### config.mk
export PLATFORM = sky130hd
export DESIGN_NAME = fifo_vr_pkt_flat
export DESIGN_NICKNAME = d
export VERILOG_FILES = /design/src/rtl/fifo_pkg.sv /design/src/rtl/fifo_vr_pkt_if.sv /design/src/rtl/fifo_vr_ptr.sv /design/src/rtl/fifo_vr_pkt.sv /design/src/flat_wrapper.sv
export SDC_FILE = /design/constraint.sdc
export NUM_CORES = 1
export LEC_CHECK = 0
export CAP_MARGIN = 20
export CELL_PAD_IN_SITES_DETAIL_PLACEMENT = 1
export CELL_PAD_IN_SITES_GLOBAL_PLACEMENT = 2
export CORE_MARGIN = 1
export CORE_UTILIZATION = 39
export DETAILED_ROUTE_END_ITERATION = 16
export GPL_TIMING_DRIVEN = 0
export MAX_ROUTING_LAYER = met4
export PLACE_DENSITY_LB_ADDON = 0.1
export SYNTH_ARGS = -nofsm -noshare
export SYNTH_HDL_FRONTEND = slang
export SYNTH_SLANG_ARGS = --single-unit
### constraint.sdc
create_clock -name clk -period 7.9 [get_ports clk]
set_input_delay 0.79 -clock clk [delete_from_list [all_inputs] [get_ports clk]]
set_output_delay 0.79 -clock clk [all_outputs]
set_load 0.03 [all_outputs]
### src/rtl/fifo_pkg.sv
// Shared definitions for the packet-aware valid/ready FIFO.
package fifo_pkg;

  // Packet handling mode selected by the PKT_MODE parameter.
  typedef enum logic {
    FIFO_CUT_THROUGH = 1'b0,
    FIFO_STORE_FWD   = 1'b1
  } fifo_mode_e;

  // Pointer/count width: one extra bit beyond the row index, so that
  // full and empty can be told apart.
  function automatic int cnt_w(input int depth);
    return $clog2(depth) + 1;
  endfunction

endpackage

### src/rtl/fifo_vr_pkt_if.sv
// Write and read valid/ready channels of the packet FIFO.
interface fifo_vr_pkt_if #(
  parameter int DATA_W = 32
);
  logic [DATA_W-1:0] data_in;
  logic              data_in_last;
  logic              data_in_valid;
  logic              data_in_ready;
  logic [DATA_W-1:0] data_out;
  logic              data_out_last;
  logic              data_out_valid;
  logic              data_out_ready;

  // Producer/consumer side.
  modport master (
    output data_in, data_in_last, data_in_valid, data_out_ready,
    input  data_in_ready, data_out, data_out_last, data_out_valid
  );

  // FIFO side.
  modport slave (
    input  data_in, data_in_last, data_in_valid, data_out_ready,
    output data_in_ready, data_out, data_out_last, data_out_valid
  );
endinterface

### src/rtl/fifo_vr_ptr.sv
// Read/write pointers, occupancy and complete-packet count of the FIFO.
module fifo_vr_ptr #(
  parameter int CNT_W = 4
) (
  input  logic             clk,
  input  logic             sync_rst,
  input  logic             wr_fire,
  input  logic             wr_last,
  input  logic             rd_fire,
  input  logic             rd_last,
  output logic [CNT_W-2:0] wr_idx,
  output logic [CNT_W-2:0] rd_idx,
  output logic [CNT_W-1:0] count,
  output logic [CNT_W-1:0] pkt_count
);

  logic [CNT_W-1:0] wr_ptr_q, wr_ptr_d;
  logic [CNT_W-1:0] rd_ptr_q, rd_ptr_d;
  logic [CNT_W-1:0] pkt_cnt_q, pkt_cnt_d;

  // Advance pointers on handshakes; track packets entering and leaving.
  always_comb begin
    wr_ptr_d  = wr_ptr_q;
    rd_ptr_d  = rd_ptr_q;
    pkt_cnt_d = pkt_cnt_q;
    if (wr_fire) wr_ptr_d = wr_ptr_q + CNT_W'(1);
    if (rd_fire) rd_ptr_d = rd_ptr_q + CNT_W'(1);
    case ({wr_fire && wr_last, rd_fire && rd_last})
      2'b10:   pkt_cnt_d = pkt_cnt_q + CNT_W'(1);
      2'b01:   pkt_cnt_d = pkt_cnt_q - CNT_W'(1);
      default: pkt_cnt_d = pkt_cnt_q;
    endcase
  end

  // Control state register; reset wins over any handshake.
  always_ff @(posedge clk) begin
    if (sync_rst) begin
      wr_ptr_q  <= '0;
      rd_ptr_q  <= '0;
      pkt_cnt_q <= '0;
    end else begin
      wr_ptr_q  <= wr_ptr_d;
      rd_ptr_q  <= rd_ptr_d;
      pkt_cnt_q <= pkt_cnt_d;
    end
  end

  // Pointers wrap at 2*DEPTH, so the difference is the occupancy.
  assign count     = wr_ptr_q - rd_ptr_q;
  assign pkt_count = pkt_cnt_q;
  assign wr_idx    = wr_ptr_q[CNT_W-2:0];
  assign rd_idx    = rd_ptr_q[CNT_W-2:0];

endmodule

### src/rtl/fifo_vr_pkt.sv
// Valid/ready FIFO with optional store-and-forward on packet boundaries.
// Output data is a combinational read of the head row; flags and the
// handshake outputs decode registered state (and en) only.
module fifo_vr_pkt
  import fifo_pkg::*;
#(
  parameter  int DEPTH      = 8,
  parameter  int DATA_W     = 32,
  parameter  int PKT_MODE   = 0,
  parameter  int AFULL_LVL  = DEPTH - 1,
  parameter  int AEMPTY_LVL = 1,
  localparam int CNT_W      = cnt_w(DEPTH)
) (
  input  logic             clk,
  input  logic             sync_rst,
  input  logic             en,
  fifo_vr_pkt_if.slave     bus,
  output logic [CNT_W-1:0] status_count,
  output logic [CNT_W-1:0] status_pkt_count,
  output logic             status_full,
  output logic             status_empty,
  output logic             status_afull,
  output logic             status_aempty
);

  localparam int               IDX_W   = CNT_W - 1;
  localparam logic [CNT_W-1:0] DEPTH_C = CNT_W'(DEPTH);

  // Each row holds {payload, last}.
  typedef logic [DATA_W:0] row_t;

  row_t             mem_q [DEPTH];
  row_t             mem_d [DEPTH];
  row_t             head;
  logic [IDX_W-1:0] wr_idx, rd_idx;
  logic [CNT_W-1:0] count, pkt_count;
  logic             in_ready, out_valid;
  logic             wr_fire, rd_fire;

  // Handshake decode: only en reaches the outputs combinationally.
  always_comb begin
    in_ready  = en && (count < DEPTH_C);
    out_valid = en && (count != '0);
    // A packet longer than the FIFO could never complete, so a full
    // FIFO releases its head in cut-through fashion.
    if (PKT_MODE == int'(FIFO_STORE_FWD))
      out_valid = out_valid && ((pkt_count != '0) || (count == DEPTH_C));
  end

  assign wr_fire = bus.data_in_valid && in_ready;
  assign rd_fire = out_valid && bus.data_out_ready;
  assign head    = mem_q[rd_idx];

  fifo_vr_ptr #(
    .CNT_W (CNT_W)
  ) u_ptr (
    .clk       (clk),
    .sync_rst  (sync_rst),
    .wr_fire   (wr_fire),
    .wr_last   (bus.data_in_last),
    .rd_fire   (rd_fire),
    .rd_last   (head[0]),
    .wr_idx    (wr_idx),
    .rd_idx    (rd_idx),
    .count     (count),
    .pkt_count (pkt_count)
  );

  // Next storage contents: only the addressed row changes on a write.
  always_comb begin
    mem_d = mem_q;
    if (wr_fire) mem_d[wr_idx] = {bus.data_in, bus.data_in_last};
  end

  // Storage register; reset clears every row so the output reads zero.
  always_ff @(posedge clk) begin
    if (sync_rst) mem_q <= '{default: '0};
    else          mem_q <= mem_d;
  end

  assign bus.data_in_ready  = in_ready;
  assign bus.data_out_valid = out_valid;
  assign bus.data_out       = head[DATA_W:1];
  assign bus.data_out_last  = head[0];

  assign status_count     = count;
  assign status_pkt_count = pkt_count;
  assign status_full      = (count == DEPTH_C);
  assign status_empty     = (count == '0);
  assign status_afull     = (count >= CNT_W'(AFULL_LVL));
  assign status_aempty    = (count <= CNT_W'(AEMPTY_LVL));

endmodule

### src/flat_wrapper.sv
// flat-port wrapper written by rule: the top's interface ports become plain ports
module fifo_vr_pkt_flat import fifo_pkg::*;
#(
  parameter  int DEPTH      = 8,
  parameter  int DATA_W     = 32,
  parameter  int PKT_MODE   = 0,
  parameter  int AFULL_LVL  = DEPTH - 1,
  parameter  int AEMPTY_LVL = 1,
  localparam int CNT_W      = cnt_w(DEPTH)
)
  (clk, sync_rst, en, status_count, status_pkt_count, status_full, status_empty, status_afull, status_aempty, bus_data_in, bus_data_in_last, bus_data_in_valid, bus_data_out_ready, bus_data_in_ready, bus_data_out, bus_data_out_last, bus_data_out_valid);
  fifo_vr_pkt_if #(.DATA_W(DATA_W)) bus_i ();
  input  logic clk;
  input  logic sync_rst;
  input  logic en;
  output logic [CNT_W-1:0] status_count;
  output logic [CNT_W-1:0] status_pkt_count;
  output logic status_full;
  output logic status_empty;
  output logic status_afull;
  output logic status_aempty;
  input wire logic [$bits(bus_i.data_in)-1:0] bus_data_in;
  input wire logic [$bits(bus_i.data_in_last)-1:0] bus_data_in_last;
  input wire logic [$bits(bus_i.data_in_valid)-1:0] bus_data_in_valid;
  input wire logic [$bits(bus_i.data_out_ready)-1:0] bus_data_out_ready;
  output wire logic [$bits(bus_i.data_in_ready)-1:0] bus_data_in_ready;
  output wire logic [$bits(bus_i.data_out)-1:0] bus_data_out;
  output wire logic [$bits(bus_i.data_out_last)-1:0] bus_data_out_last;
  output wire logic [$bits(bus_i.data_out_valid)-1:0] bus_data_out_valid;
  assign bus_i.data_in = bus_data_in;
  assign bus_i.data_in_last = bus_data_in_last;
  assign bus_i.data_in_valid = bus_data_in_valid;
  assign bus_i.data_out_ready = bus_data_out_ready;
  assign bus_data_in_ready = bus_i.data_in_ready;
  assign bus_data_out = bus_i.data_out;
  assign bus_data_out_last = bus_i.data_out_last;
  assign bus_data_out_valid = bus_i.data_out_valid;
  fifo_vr_pkt #(.DEPTH(DEPTH), .DATA_W(DATA_W), .PKT_MODE(PKT_MODE), .AFULL_LVL(AFULL_LVL), .AEMPTY_LVL(AEMPTY_LVL)) u_core (.clk(clk), .sync_rst(sync_rst), .en(en), .bus(bus_i), .status_count(status_count), .status_pkt_count(status_pkt_count), .status_full(status_full), .status_empty(status_empty), .status_afull(status_afull), .status_aempty(status_aempty));
endmodule
==> impl_metrics.sql <==
INSERT INTO impl_metrics (metric_group, metric, value, unit) VALUES
('die', 'num_io_pins', '85', ''),
('synth', 'synth.yosys.seq_area_share', '44.9', '%'),
('clocking', 'cts.clk_slew.worst_paths', '60', 'ps'),
('clocking', 'clk_latency', '510', 'ps'),
('routing', 'finalWirelength', '42.4', 'mm'),
('clocking', 'clock_path_buffers', '3', ''),
('placement', 'place.detailed.hpwl', '28.8', 'mm'),
('die', 'die_area', '32300', 'um^2'),
('synth', 'synth_warnings', '0', ''),
('clocking', 'cts_hold_repair.buffers', '0', ''),
('die', 'rows', '64', ''),
('critical_path', 'critical_path.max_stage_delay', '710', 'ps'),
('die', 'core_region_area', '30800', 'um^2'),
('clocking', 'cts-buffers-inserted', '34', ''),
('timing', 'max_clock_freq', '190', 'MHz'),
('job', 'cap_viol_max_count', '0', ''),
('clocking', 'tritoncts', 'yes', ''),
('clocking', 'cts.repair_timing.setup_buffer_count', '0', ''),
('clocking', 'cts_repair_resize_count', '0', ''),
('clocking', 'h-tree-depth', '2', ''),
('grt', 'grt_use_total', '27.2', '%'),
('critical_path', 'path_delay_family', 'buffers and inverters', ''),
('routing', 'avgViaCountPerCell', '5.38', ''),
('synth', 'post_synth_num_cell_types', '40', ''),
('routing', 'detailedRoute.firstIterationViolations', '548', ''),
('outcome', 'violated_checks', 'DRC', ''),
('grt', 'grt.overflow.total', '0', ''),
('synth', 'post_synthesis_cells', '1476', ''),
('timing', 'post-route-period-util', '66.8', '%'),
('synth', 'synth_async_sr_flop_share', '0', '%'),
('die', 'die_y', '180', 'um'),
('outcome', 'status', 'finished, violations left', ''),
('layout', 'utilization', '46.9', '%'),
('routing', 'avgRoutedWirePerCell', '21.5', 'um'),
('clocking', 'clk_root_buffer_cell', 'sky130_fd_sc_hd__clkbuf_16', ''),
('critical_path', 'worst-path-max-fanout', '10', ''),
('layout', 'num-nets-final', '1610', ''),
('timing', 'final-hold-violation-count', '0', ''),
('layout', 'flow.area_growth_from_synthesis', '17.6', '%'),
('timing', 'tightest_slew', '964', 'ps'),
('power_and_ir_drop', 'pwr_per_cell_area', '254', 'nW/um^2'),
('critical_path', 'crit_path_top_delay_cell', 'sky130_fd_sc_hd__clkdlybuf4s50_1', ''),
('timing', 'tns', '0', 'ps'),
('die', 'fp.dieW', '180', 'um'),
('timing', 'grt_setup_unrepaired', 'false', ''),
('layout', 'layout-drive-gt1-share', '14.8', '%'),
('grt', 'global_route_wire_length_before_repair', '65.1', 'mm'),
('critical_path', 'critical_path.n_buffers_inverters', '6', ''),
('layout', 'mostFrequentLayoutCells', '630 x sky130_fd_sc_hd__nand2_1, 276 x sky130_fd_sc_hd__dfxtp_1, 272 x sky130_fd_sc_hd__a21oi_1, 66 x sky130_fd_sc_hd__mux4_2, 60 x sky130_fd_sc_hd__buf_4', ''),
('grt', 'grt_antenna_before_repair', '0', ''),
('grt', 'largest_net_degree_at_the_start_of_global_routing', '13', ''),
('critical_path', 'crit_path_frequent_cell', 'sky130_fd_sc_hd__clkbuf_1', ''),
('placement', 'placed_cell_area', '13300', 'um^2'),
('grt', 'grt_pass1_vias', '10900', ''),
('routing', 'drc', '6', ''),
('synth', 'synth-edff-count', '0', ''),
('layout', 'finalNonFillerCells', '1977', ''),
('layout', 'n_antenna_cell', '0', ''),
('die', 'initial_core_util', '39.9', '%'),
('timing', 'final-setup-viol-count', '0', ''),
('timing', 'timing.final.ws_setup', '2620', 'ps'),
('synth', 'dominantRegCellSynth', 'sky130_fd_sc_hd__dfxtp_1', ''),
('critical_path', 'crit_path_cell_trace', 'clkbuf_1 -> clkinv_1 -> clkbuf_1 -> ha_1 -> a21oi_1 -> a21o_1 -> buf_2 -> buf_6 -> nand2_1 -> nor3_1 -> clkdlybuf4s50_1', ''),
('synth', 'ys_top_cells_by_area', 'sky130_fd_sc_hd__dfxtp_1 45%, sky130_fd_sc_hd__nand2_1 19%, sky130_fd_sc_hd__mux4_2 12%, sky130_fd_sc_hd__a21oi_1 11%, sky130_fd_sc_hd__buf_4 3.7%', ''),
('placement', 'dp_cells', '1922', ''),
('critical_path', 'timing.critical_path.required', '7110', 'ps'),
('clocking', 'cts_sinks', '276', ''),
('critical_path', 'endpoint_kind', 'primary output', ''),
('worst_hold_path', 'hold_path_class', 'reg -> reg', ''),
('layout', 'layout.cells.most_common', 'sky130_fd_sc_hd__nand2_1', ''),
('timing', 'setup_skew_after_layout', '19.1', 'ps');
cell usage after synthesis, types with 3 or more instances:
master                     number
sky130_fd_sc_hd__nand2_1      630
sky130_fd_sc_hd__dfxtp_1      276
sky130_fd_sc_hd__a21oi_1      272
sky130_fd_sc_hd__mux4_2        66
sky130_fd_sc_hd__buf_4         60
sky130_fd_sc_hd__clkbuf_1      39
sky130_fd_sc_hd__buf_2         38
sky130_fd_sc_hd__nor2_1        13
sky130_fd_sc_hd__ha_1           8
sky130_fd_sc_hd__buf_1          6
sky130_fd_sc_hd__inv_1          6
sky130_fd_sc_hd__xnor2_1        6
sky130_fd_sc_hd__and4_1         4
sky130_fd_sc_hd__nand4_1        4
sky130_fd_sc_hd__nand4b_2       4
sky130_fd_sc_hd__a21o_1         3
sky130_fd_sc_hd__and4b_1        3
sky130_fd_sc_hd__buf_6          3
sky130_fd_sc_hd__nand3_1        3
sky130_fd_sc_hd__nand4_2        3
sky130_fd_sc_hd__xor2_1         3
flip-flops by register name, summed over array words and instances (netlist names):
register,count
u_core.u_ptr.rd_ptr_q,4
u_core.u_ptr.wr_ptr_q,4
u_core.mem_q,264
u_core.u_ptr.pkt_count,4
per-stage QoR:
stage	hold WS (ps)	total power [mW]
final	453	3.68
after global routing	469	3.80
after CTS	454	3.71
after detailed placement	446	2.07
after global placement	438	2.06
after floorplan	433	1.85
where the power goes:
group          switching [mW]  leakage (nW)  internal [mW]  total (mW)
clock                   0.612         0.579           1.04        1.65
combinational           0.371          2.19          0.224       0.595
sequential             0.0167          2.23           1.42        1.43
total                    1.00          5.00           2.68        3.68
per-layer routing:
metal,up-vias,share of wire [%],GRT usage [%]
li1,5045,-,-
met1,5283,45,34.5
met2,222,48,45.5
met3,81,4.0,3.30
met4,0,2.6,7.76
met5,-,0,-
final timing paths:
kind	start	slack (ps)	to	cells past startpoint
max	u_core.u_ptr.rd_ptr_q[2]	2620	status_aempty	11
min	u_core.mem_q[263]	450	u_core.mem_q[263]	2
max reg2reg	u_core.u_ptr.rd_ptr_q[2]	3150	u_core.u_ptr.pkt_count[3]	17
min reg2reg	u_core.mem_q[263]	450	u_core.mem_q[263]	2
kinds of logic after synthesis:
logic type,synth area share (%)
compound gates,11.5
xor+xnor,0.641
fa+ha+maj,1.14
buf+inv,7.19
flops,44.9
mux,12.3
simple gates,22.3
cell type report:
| type | count | area (um^2) | area share [%] |
|---|---|---|---|
| multi-input cells | 1044 | 5900 | 40.7 |
| flip-flops and latches | 276 | 5530 | 38.2 |
| clock buffers | 48 | 1040 | 7.17 |
| plain buffers | 147 | 851 | 5.88 |
| repair buffers | 50 | 500 | 3.46 |
| well taps | 396 | 495 | 3.42 |
| clock inverters | 7 | 135 | 0.934 |
| inverters | 9 | 33.8 | 0.233 |
worst register-to-register path: stages (launching register included):
cell and delay [ps]:
sky130_fd_sc_hd__dfxtp_1 300, sky130_fd_sc_hd__clkbuf_1 350, sky130_fd_sc_hd__clkinv_1 470, sky130_fd_sc_hd__clkbuf_1 520, sky130_fd_sc_hd__ha_1 500, sky130_fd_sc_hd__a21oi_1 230
sky130_fd_sc_hd__a21o_1 170, sky130_fd_sc_hd__buf_2 240, sky130_fd_sc_hd__buf_6 190, sky130_fd_sc_hd__and3_1 200, sky130_fd_sc_hd__nand3_1 90, sky130_fd_sc_hd__ha_1 260
sky130_fd_sc_hd__ha_1 280, sky130_fd_sc_hd__a21o_1 170, sky130_fd_sc_hd__a21oi_1 170, sky130_fd_sc_hd__xnor2_1 90, sky130_fd_sc_hd__or3_1 300, sky130_fd_sc_hd__a21oi_1 140
Note: power is estimated with default switching activity, not from simulation.
